$ cat src/rtl/mem_access_stage_if.sv
// EX/MEM inputs and MEM/WB / redirect outputs of the memory-access stage.
// slave = the stage itself; master = the surrounding pipeline.
interface mem_access_stage_if;
  logic [31:0] i_alu_result;
  logic [31:0] i_read_rb_2;
  logic [31:0] i_branch_address;
  logic [31:0] i_jump_address;
  logic [4:0]  i_inst_mux_br_write_address;
  logic        i_zf;
  logic        i_branch;
  logic        i_jump;
  logic        i_memWrite;
  logic        i_memRead;
  logic        i_regWrite;
  logic        i_memToReg;

  logic        o_stall;
  logic        o_pc_src;
  logic [31:0] o_pc_target;
  logic [31:0] o_wb_data;
  logic [31:0] o_read_data;
  logic [31:0] o_alu_result;
  logic [4:0]  o_write_address;
  logic        o_regWrite;
  logic        o_memToReg;
  logic        o_misaligned;

  modport slave (
    input  i_alu_result, i_read_rb_2, i_branch_address, i_jump_address,
           i_inst_mux_br_write_address, i_zf, i_branch, i_jump,
           i_memWrite, i_memRead, i_regWrite, i_memToReg,
    output o_stall, o_pc_src, o_pc_target, o_wb_data, o_read_data,
           o_alu_result, o_write_address, o_regWrite, o_memToReg, o_misaligned
  );

  modport master (
    output i_alu_result, i_read_rb_2, i_branch_address, i_jump_address,
           i_inst_mux_br_write_address, i_zf, i_branch, i_jump,
           i_memWrite, i_memRead, i_regWrite, i_memToReg,
    input  o_stall, o_pc_src, o_pc_target, o_wb_data, o_read_data,
           o_alu_result, o_write_address, o_regWrite, o_memToReg, o_misaligned
  );
endinterface

$ cat src/rtl/mem_access_stage.sv
// Memory-access pipeline stage: branch/jump redirect, wait-stated word memory,
// and the MEM/WB register (bubbles inserted while an access is stalling).
module mem_access_stage #(
  parameter int unsigned MEM_WORDS   = 64,
  parameter int unsigned MEM_LATENCY = 2
) (
  input  logic            clk,
  input  logic            rst_n,
  mem_access_stage_if.slave bus
);

  localparam int unsigned AW       = $clog2(MEM_WORDS);
  localparam logic [3:0]  LAT_M1   = (MEM_LATENCY == 0) ? 4'd0 : 4'(MEM_LATENCY - 1);
  localparam logic        HAS_WAIT = (MEM_LATENCY != 0);

  typedef enum logic {IDLE, WAIT} state_e;

  state_e      state_q;
  logic [3:0]  cnt_q;
  logic [31:0] mem_q [MEM_WORDS];

  logic          access;
  logic          misaligned;
  logic          stall;
  logic          complete;
  logic          mem_we;
  logic [AW-1:0] idx;
  logic [31:0]   load_data;
  logic [31:0]   wb_data;

  always_comb begin
    access     = bus.i_memRead | bus.i_memWrite;
    misaligned = |bus.i_alu_result[1:0];
    idx        = bus.i_alu_result[AW+1:2];
    stall      = ((state_q == IDLE) && access && HAS_WAIT) ||
                 ((state_q == WAIT) && (cnt_q != '0));
    complete   = ((state_q == WAIT) && (cnt_q == '0)) ||
                 ((state_q == IDLE) && access && !HAS_WAIT);
    mem_we     = complete & bus.i_memWrite & ~misaligned & rst_n;
    // Load sees the word before this edge's store; a write in the same op forces 0.
    load_data  = '0;
    if (bus.i_memRead && !bus.i_memWrite && !misaligned) load_data = mem_q[idx];
    wb_data    = bus.i_memToReg ? load_data : bus.i_alu_result;
  end

  assign bus.o_stall     = stall;
  assign bus.o_pc_src    = ~stall & (bus.i_jump | (bus.i_branch & bus.i_zf));
  assign bus.o_pc_target = bus.i_jump ? bus.i_jump_address : bus.i_branch_address;

  // Memory contents survive reset, so it sits outside the reset domain.
  always_ff @(posedge clk) begin
    if (mem_we) mem_q[idx] <= bus.i_read_rb_2;
  end

  always_ff @(posedge clk or negedge rst_n) begin
    if (!rst_n) begin
      state_q             <= IDLE;
      cnt_q               <= '0;
      bus.o_wb_data       <= '0;
      bus.o_read_data     <= '0;
      bus.o_alu_result    <= '0;
      bus.o_write_address <= '0;
      bus.o_regWrite      <= 1'b0;
      bus.o_memToReg      <= 1'b0;
      bus.o_misaligned    <= 1'b0;
    end else begin
      case (state_q)
        IDLE: begin
          if (access && HAS_WAIT) begin
            state_q <= WAIT;
            cnt_q   <= LAT_M1;
          end
        end
        WAIT: begin
          if (cnt_q != '0) cnt_q   <= cnt_q - 4'd1;
          else             state_q <= IDLE;
        end
        default: state_q <= IDLE;
      endcase

      if (stall) begin
        bus.o_regWrite   <= 1'b0;
        bus.o_memToReg   <= 1'b0;
        bus.o_misaligned <= 1'b0;
      end else begin
        bus.o_wb_data       <= wb_data;
        bus.o_read_data     <= load_data;
        bus.o_alu_result    <= bus.i_alu_result;
        bus.o_write_address <= bus.i_inst_mux_br_write_address;
        bus.o_regWrite      <= bus.i_regWrite;
        bus.o_memToReg      <= bus.i_memToReg;
        bus.o_misaligned    <= access & misaligned;
      end
    end
  end

endmodule

$ cat src/flat_wrapper.sv
// flat-port wrapper written by rule: the top's interface ports become plain ports
module mem_access_stage_flat 
#(
  parameter int unsigned MEM_WORDS   = 64,
  parameter int unsigned MEM_LATENCY = 2
)
  (clk, rst_n, bus_i_alu_result, bus_i_read_rb_2, bus_i_branch_address, bus_i_jump_address, bus_i_inst_mux_br_write_address, bus_i_zf, bus_i_branch, bus_i_jump, bus_i_memWrite, bus_i_memRead, bus_i_regWrite, bus_i_memToReg, bus_o_stall, bus_o_pc_src, bus_o_pc_target, bus_o_wb_data, bus_o_read_data, bus_o_alu_result, bus_o_write_address, bus_o_regWrite, bus_o_memToReg, bus_o_misaligned);
  mem_access_stage_if bus_i ();
  input  logic clk;
  input  logic rst_n;
  input wire logic [$bits(bus_i.i_alu_result)-1:0] bus_i_alu_result;
  input wire logic [$bits(bus_i.i_read_rb_2)-1:0] bus_i_read_rb_2;
  input wire logic [$bits(bus_i.i_branch_address)-1:0] bus_i_branch_address;
  input wire logic [$bits(bus_i.i_jump_address)-1:0] bus_i_jump_address;
  input wire logic [$bits(bus_i.i_inst_mux_br_write_address)-1:0] bus_i_inst_mux_br_write_address;
  input wire logic [$bits(bus_i.i_zf)-1:0] bus_i_zf;
  input wire logic [$bits(bus_i.i_branch)-1:0] bus_i_branch;
  input wire logic [$bits(bus_i.i_jump)-1:0] bus_i_jump;
  input wire logic [$bits(bus_i.i_memWrite)-1:0] bus_i_memWrite;
  input wire logic [$bits(bus_i.i_memRead)-1:0] bus_i_memRead;
  input wire logic [$bits(bus_i.i_regWrite)-1:0] bus_i_regWrite;
  input wire logic [$bits(bus_i.i_memToReg)-1:0] bus_i_memToReg;
  output wire logic [$bits(bus_i.o_stall)-1:0] bus_o_stall;
  output wire logic [$bits(bus_i.o_pc_src)-1:0] bus_o_pc_src;
  output wire logic [$bits(bus_i.o_pc_target)-1:0] bus_o_pc_target;
  output wire logic [$bits(bus_i.o_wb_data)-1:0] bus_o_wb_data;
  output wire logic [$bits(bus_i.o_read_data)-1:0] bus_o_read_data;
  output wire logic [$bits(bus_i.o_alu_result)-1:0] bus_o_alu_result;
  output wire logic [$bits(bus_i.o_write_address)-1:0] bus_o_write_address;
  output wire logic [$bits(bus_i.o_regWrite)-1:0] bus_o_regWrite;
  output wire logic [$bits(bus_i.o_memToReg)-1:0] bus_o_memToReg;
  output wire logic [$bits(bus_i.o_misaligned)-1:0] bus_o_misaligned;
  assign bus_i.i_alu_result = bus_i_alu_result;
  assign bus_i.i_read_rb_2 = bus_i_read_rb_2;
  assign bus_i.i_branch_address = bus_i_branch_address;
  assign bus_i.i_jump_address = bus_i_jump_address;
  assign bus_i.i_inst_mux_br_write_address = bus_i_inst_mux_br_write_address;
  assign bus_i.i_zf = bus_i_zf;
  assign bus_i.i_branch = bus_i_branch;
  assign bus_i.i_jump = bus_i_jump;
  assign bus_i.i_memWrite = bus_i_memWrite;
  assign bus_i.i_memRead = bus_i_memRead;
  assign bus_i.i_regWrite = bus_i_regWrite;
  assign bus_i.i_memToReg = bus_i_memToReg;
  assign bus_o_stall = bus_i.o_stall;
  assign bus_o_pc_src = bus_i.o_pc_src;
  assign bus_o_pc_target = bus_i.o_pc_target;
  assign bus_o_wb_data = bus_i.o_wb_data;
  assign bus_o_read_data = bus_i.o_read_data;
  assign bus_o_alu_result = bus_i.o_alu_result;
  assign bus_o_write_address = bus_i.o_write_address;
  assign bus_o_regWrite = bus_i.o_regWrite;
  assign bus_o_memToReg = bus_i.o_memToReg;
  assign bus_o_misaligned = bus_i.o_misaligned;
  mem_access_stage #(.MEM_WORDS(MEM_WORDS), .MEM_LATENCY(MEM_LATENCY)) u_core (.clk(clk), .rst_n(rst_n), .bus(bus_i));
endmodule
$ cat config.mk
export PLATFORM = sky130hd
export DESIGN_NAME = mem_access_stage_flat
export DESIGN_NICKNAME = d
export VERILOG_FILES = /design/src/rtl/mem_access_stage_if.sv /design/src/rtl/mem_access_stage.sv /design/src/flat_wrapper.sv
export SDC_FILE = /design/constraint.sdc
export NUM_CORES = 2
export LEC_CHECK = 0
export CAP_MARGIN = 20
export CORE_UTILIZATION = 55
export DETAILED_ROUTE_END_ITERATION = 8
export PLACE_DENSITY = 0.73
export SYNTH_ARGS = -nofsm -noshare
export SYNTH_HDL_FRONTEND = slang
export SYNTH_SLANG_ARGS = --single-unit
export TNS_END_PERCENT = 1
$ cat constraint.sdc
create_clock -name clk -period 10.2 [get_ports clk]
set_input_delay 2.04 -clock clk [delete_from_list [all_inputs] [get_ports clk]]
set_output_delay 2.04 -clock clk [all_outputs]
set_load 0.02 [all_outputs]
Yosys cells after proc, flatten, opt, wreduce, memory -nomap -nowiden
Memories as Yosys holds them, arrays and structs flattened.
Cells that the tools add are included.
{ "word_totals": {"regBits": 109, "mem_bits_rw": 2048, "inputBits": 142, "out_inout_bits": 138, "elab_cells": 50, "memories": 1} }
{ "op_classes": {"add_sub_neg": 1, "eq_ne": 2, "muxes": 14, "bitwise_logic": 11, "reduce_logical": 12} }
{ "mem_list": {"columns": ["name", "words", "word_bits", "read_ports", "rd_clocked_by_memory_dff", "wr", "line", "rtl"], "rows": [
  ["u_core.mem_q", 64, 32, 1, 0, 1, "mem_access_stage.sv:20", "logic [31:0] mem_q [MEM_WORDS];"]
]} }
{ "ops": {"columns": ["op", "count"], "rows": [
  ["32-bit 2-to-1 mux", 3],
  ["4-bit 2-to-1 mux", 2],
  ["4-bit one-hot mux with 2 select lines", 1],
  ["1-bit 2-to-1 mux", 7],
  ["1-bit AND", 6],
  ["1-bit logical AND", 5],
  ["4-bit logical NOT", 1],
  ["4-bit nonzero test", 1],
  ["4-bit by 1-bit subtractor with 4-bit output (second input constant)", 1],
  ["1-bit NOT", 3],
  ["1-bit logical NOT", 2],
  ["2-bit by 1-bit inequality test with 1-bit output (second input constant)", 1],
  ["2-bit inequality test (second input constant)", 1],
  ["1-bit bitwise OR", 2],
  ["1-bit one-hot mux with 2 select lines", 1],
  ["2-bit AND reduction", 1],
  ["2-bit OR reduction", 1],
  ["1-bit logical OR", 1]
]} }

Longest topological paths before layout
{ "depth": {"word_depth": 7, "mapped_depth": 10, "ltp_nobuf": 8} }

Worst setup path before layout
OpenSTA, ideal clock, no wires.
{ "synth_path": {"path_kind": "input to output", "from": "input port bus_i_memWrite", "to": "output port bus_o_pc_src", "arrival_ps": 3261, "required_time_ps": 8160, "path_slack_ps": 4899, "stages": 5, "n_path_buf": 2, "path_cell_list": "nor3_1 -> nor2_1 -> clkbuf_1 -> clkbuf_1 -> nor2_1"} }
{ "synth_between": {"elab_chain_cells": 5} }
{ "synth_lines": {"columns": ["item", "line", "rtl"], "rows": [
  ["from (decl)", "flat_wrapper.sv:19", "input wire logic [$bits(bus_i.i_memWrite)-1:0] bus_i_memWrite;"],
  ["1-bit bitwise OR", "mem_access_stage.sv:32", "access = bus.i_memRead | bus.i_memWrite;"],
  ["1-bit logical AND", null, null],
  ["1-bit logical OR", "mem_access_stage.sv:35", "stall = ((state_q == IDLE) && access && HAS_WAIT) ||"],
  ["via bus_o_stall", "flat_wrapper.sv:23", "output wire logic [$bits(bus_i.o_stall)-1:0] bus_o_stall;"],
  ["1-bit NOT", "mem_access_stage.sv:47", "assign bus.o_pc_src = ~stall & (bus.i_jump | (bus.i_branch & bus.i_zf));"],
  ["1-bit AND", "mem_access_stage.sv:47", null],
  ["to (decl)", "flat_wrapper.sv:24", "output wire logic [$bits(bus_i.o_pc_src)-1:0] bus_o_pc_src;"]
]} }
The timed path passes the listed nets, and every way through them passes these cells.

Final worst setup path
{ "layout_path": {"from": "input port bus_i_memWrite", "to": "output port bus_o_pc_src"} }
{ "layout_between": {"elab_chain_cells": 5} }
{ "layout_lines": {"columns": ["item", "line"], "rows": [
  ["1-bit bitwise OR", "mem_access_stage.sv:32"],
  ["1-bit logical AND", null],
  ["1-bit logical OR", "mem_access_stage.sv:35"],
  ["1-bit NOT", "mem_access_stage.sv:47"],
  ["1-bit AND", "mem_access_stage.sv:47"]
]} }
No other way between the ends.

==> flow_summary.json <==
{
  "yosys.area.top_type": "edfxtp_1",
  "status": "completed",
  "p_switching_mw": 4.53,
  "clock_power_share_pct": 38.4,
  "core-area_sq_um": 150000,
  "place_area_sq_um": 88800,
  "yosysSeqAreaShare_pct": 76.9,
  "cellPowerDensity_nw_per_um2": 202,
  "ir_drop_mv": 0.196,
  "area_growth_pct": 14.4,
  "final-setup-viol-count": 0,
  "ys_top_cells_by_area": "edfxtp_1, mux2i_1, dfrtp_1",
  "critPathMaxFanout": 47,
  "clk_pin_slew_ns": 0.06,
  "dpl.cell_count": 7016,
  "cts-root-buf": "clkbuf_16",
  "synth_flop_cell": "edfxtp_1",
  "drc": 0,
  "synth-edff-count": 2048,
  "final_layout_size_suffix_gt1_share_pct": 11.6,
  "ys_warn_count": 0,
  "io_buffer_count": 279,
  "worst_clock_skew_ns": 0.0266,
  "cp_cell_sequence": "clkdlybuf4s50_1, nor3_1, nor2_4, buf_4, nor2_1, clkdlybuf4s50_1",
  "max_stage_delay_ns": 0.62,
  "pin_count": 280,
  "dp_hpwl_mm": 126,
  "whs_endpoint": "u_core.bus.o_read_data[1]",
  "max_slew_margin_pct": 22.4,
  "cp_slowest_cell": "clkdlybuf4s50_1",
  "final_nets": 5359,
  "cts_tree": "yes",
  "detail_route.wirelength_mm": 226,
  "critPathTopFamily": "buffers and inverters",
  "numCtsBuffers": 204,
  "async_flop_share_pct": 5.05,
  "hold_path_class": "reg -> reg",
  "max_cap_violations": 0,
  "row_count": 142,
  "cp.arrival_ns": 4.31,
  "die_area_sq_um": 153000,
  "start_util_pct": 55.6,
  "fillers": 10284,
  "path_buf_inv": 3,
  "clock_latency_ns": 0.84,
  "final_cell_area_sq_um": 95600,
  "p_leak_nw": 32.3,
  "postCtsSetupRepairBufs": 0,
  "wl_per_cell_microns": 30.5,
  "startpoint_type": "input pin",
  "syn-cell-area_sq_um": 83500,
  "stdcell_count": 7413,
  "synth_seq_cells": 2157,
  "route.antenna.remaining_nets": 0,
  "cts_sinks": 2157,
  "fin_util_pct": 63.6,
  "layout_worst_path_cycle_share_pct": 62.3,
  "swShare_pct": 23.4,
  "ctsHoldBuffers": 0,
  "rsz0062_at_grt": "no",
  "grt_pass1_vias": 46804,
  "grt_pass1_wl_mm": 323,
  "yosysTopAreaCellShare_pct": 73.6,
  "synth.avg_cell_area_sq_um": 16.9,
  "sequentialPowerShare_pct": 51.7,
  "r2r-start": "u_core.cnt_q[0]",
  "grt_max_degree": 160,
  "syn_nets": 5093,
  "end_kind": "output port",
  "syn_inst": 4950,
  "required_ns": 8.16,
  "die_w_microns": 392,
  "min_path_cells": 2,
  "via_count": 49130,
  "tns_ns": 0,
  "min_period_ns": 6.35,
  "first_pass_iters": 6,
  "grt.total_usage_pct": 29.1,
  "r2r_end": "u_core.mem_q[53][5]",
  "maxSlewViolCount": 0,
  "drt_iter0_drc": 6734,
  "p_int_mw": 14.8,
  "reg2reg_depth": 9,
  "hold_path.startpoint": "u_core.bus.o_read_data[1]",
  "r2r_slack_ns": 5.63,
  "ctsResizeCount": 0,
  "cpMostUsedCell": "clkdlybuf4s50_1",
  "synth.distinct_cells": 46,
  "path_class": "in -> out",
  "antenna_found_initial": 15,
  "max_freq_mhz": 157,
  "clockBufferDepth": 3,
  "worst_pin_slew_ns": 1.16,
  "via_per_inst": 6.63,
  "htreeDepth": 4,
  "hold_viol": 0,
  "grt_overflow": 0,
  "pwr-share-comb_pct": 9.9,
  "die_h_microns": 392,
  "power_mw": 19.3,
  "gp_congestion": 0.856
}
-- worst reg2reg max path, cell delays in order (launching register included) --
cell	delay, ns
dfrtp_1	0.41
inv_1	0.07
ha_1	0.19
nand3b_1	0.16
nor2_1	0.35
nand4_1	0.44
nor2_1	0.39
nand3_1	0.82
nor2_4	0.89
buf_4	0.48
-- final cells by class --
cell class | instances | area [sq um] | share of cell area [%]
antenna | 6 | 15.0 | 0.0157
inverter | 187 | 707 | 0.739
clock inverter | 127 | 1130 | 1.18
timing repair buffer | 429 | 3990 | 4.17
multi-input combinational | 2237 | 17600 | 18.4
sequential | 2157 | 64200 | 67.2
tap | 2016 | 2520 | 2.64
clock buffer | 254 | 5430 | 5.68
-- metal layers --
layer  up-vias  part of all wire (%)  wire, microns  track usage, %
met4         6                   4.0           8960            11.5
li1      20589                     -              -               -
met5         -                 0.017             39               0
met3       502                    12          28200            7.31
met1     24697                    37          84300            39.5
met2      3336                    46         105000            45.4
-- flip-flops by register name, indices dropped and copies added, names as in the netlist, 4 cells and up --
register	flops
u_core.mem_q	2048
u_core.bus.o_alu_result	32
u_core.bus.o_read_data	32
u_core.bus.o_wb_data	32
u_core.bus.o_write_address	5
u_core.cnt_q	4
-- stage by stage --
stage / setup slack, ns / hold WS (ns)
CTS: 3.87 / 0.492
global placement: 3.64 / 0.471
finish: 3.85 / 0.493
detailed placement: 3.59 / 0.478
global route: 3.69 / 0.509
floorplan: 4.90 / 0.455
-- Yosys cell counts, types with 90 or more instances --
cell type  number
a221oi_1      120
a21oi_1       139
inv_1         186
nand2_1       224
o31ai_1        90
o22ai_1       294
o32ai_1       181
nor2_1        138
edfxtp_1     2048
buf_2         116
clkbuf_1      217
mux2i_1       512
dfrtp_1       109
a221o_1       212
-- power by group through the flow --
stage,Clock [mW],Sequential [mW],Combinational [mW]
finish,7.43,9.99,1.92
global route,7.80,10.0,2.02
CTS,7.47,9.99,1.89
detailed placement,0,10.2,1.88
global placement,0,10.2,1.85
floorplan,0,10.3,0.813
-- logic make-up after synthesis --
family                     count (synthesis)  share of synthesized area [%]
and+or+nand+nor                          460                           2.65
muxes                                    579                           7.04
adders and majority gates                  1                         0.0150
buffers and inverters                    556                           2.77
AOI/OAI and AO/OA                       1197                           10.6
DFF                                     2157                           76.9
-- cell usage in the layout (no fill, tap or decap), types with 6 or more instances in the layout --
cell	count
edfxtp_1	2048
mux2i_1	512
o22ai_1	294
clkdlybuf4s50_1	244
nand2_1	222
a221o_1	212
clkbuf_16	209
inv_1	186
o32ai_1	181
a21oi_1	139
buf_4	134
a221oi_1	120
dfrtp_1	109
o31ai_1	90
o21ai_1	80
nor2_1	71
mux2_2	67
nor2_4	66
clkinv_1	51
o21ai_0	48
clkinv_2	44
clkbuf_1	42
buf_2	32
o2111ai_1	30
and4bb_1	30
nor3b_1	30
bufinv_16	17
buf_12	16
diode_2	6
clkinv_8	6
-- worst max path at each step --
stage | from | to | cells after the start
2_1_floorplan | bus_i_memWrite | bus_o_pc_src | 5
3_3_place_gp | bus_i_alu_result[4] | u_core.bus.o_read_data[20] | 9
3_5_place_dp | bus_i_alu_result[4] | u_core.bus.o_wb_data[20] | 9
4_1_cts | bus_i_memWrite | bus_o_pc_src | 6
5_1_grt | bus_i_memWrite | bus_o_pc_src | 6
6_report | bus_i_memWrite | bus_o_pc_src | 6
(Power assumes the default switching activity.)
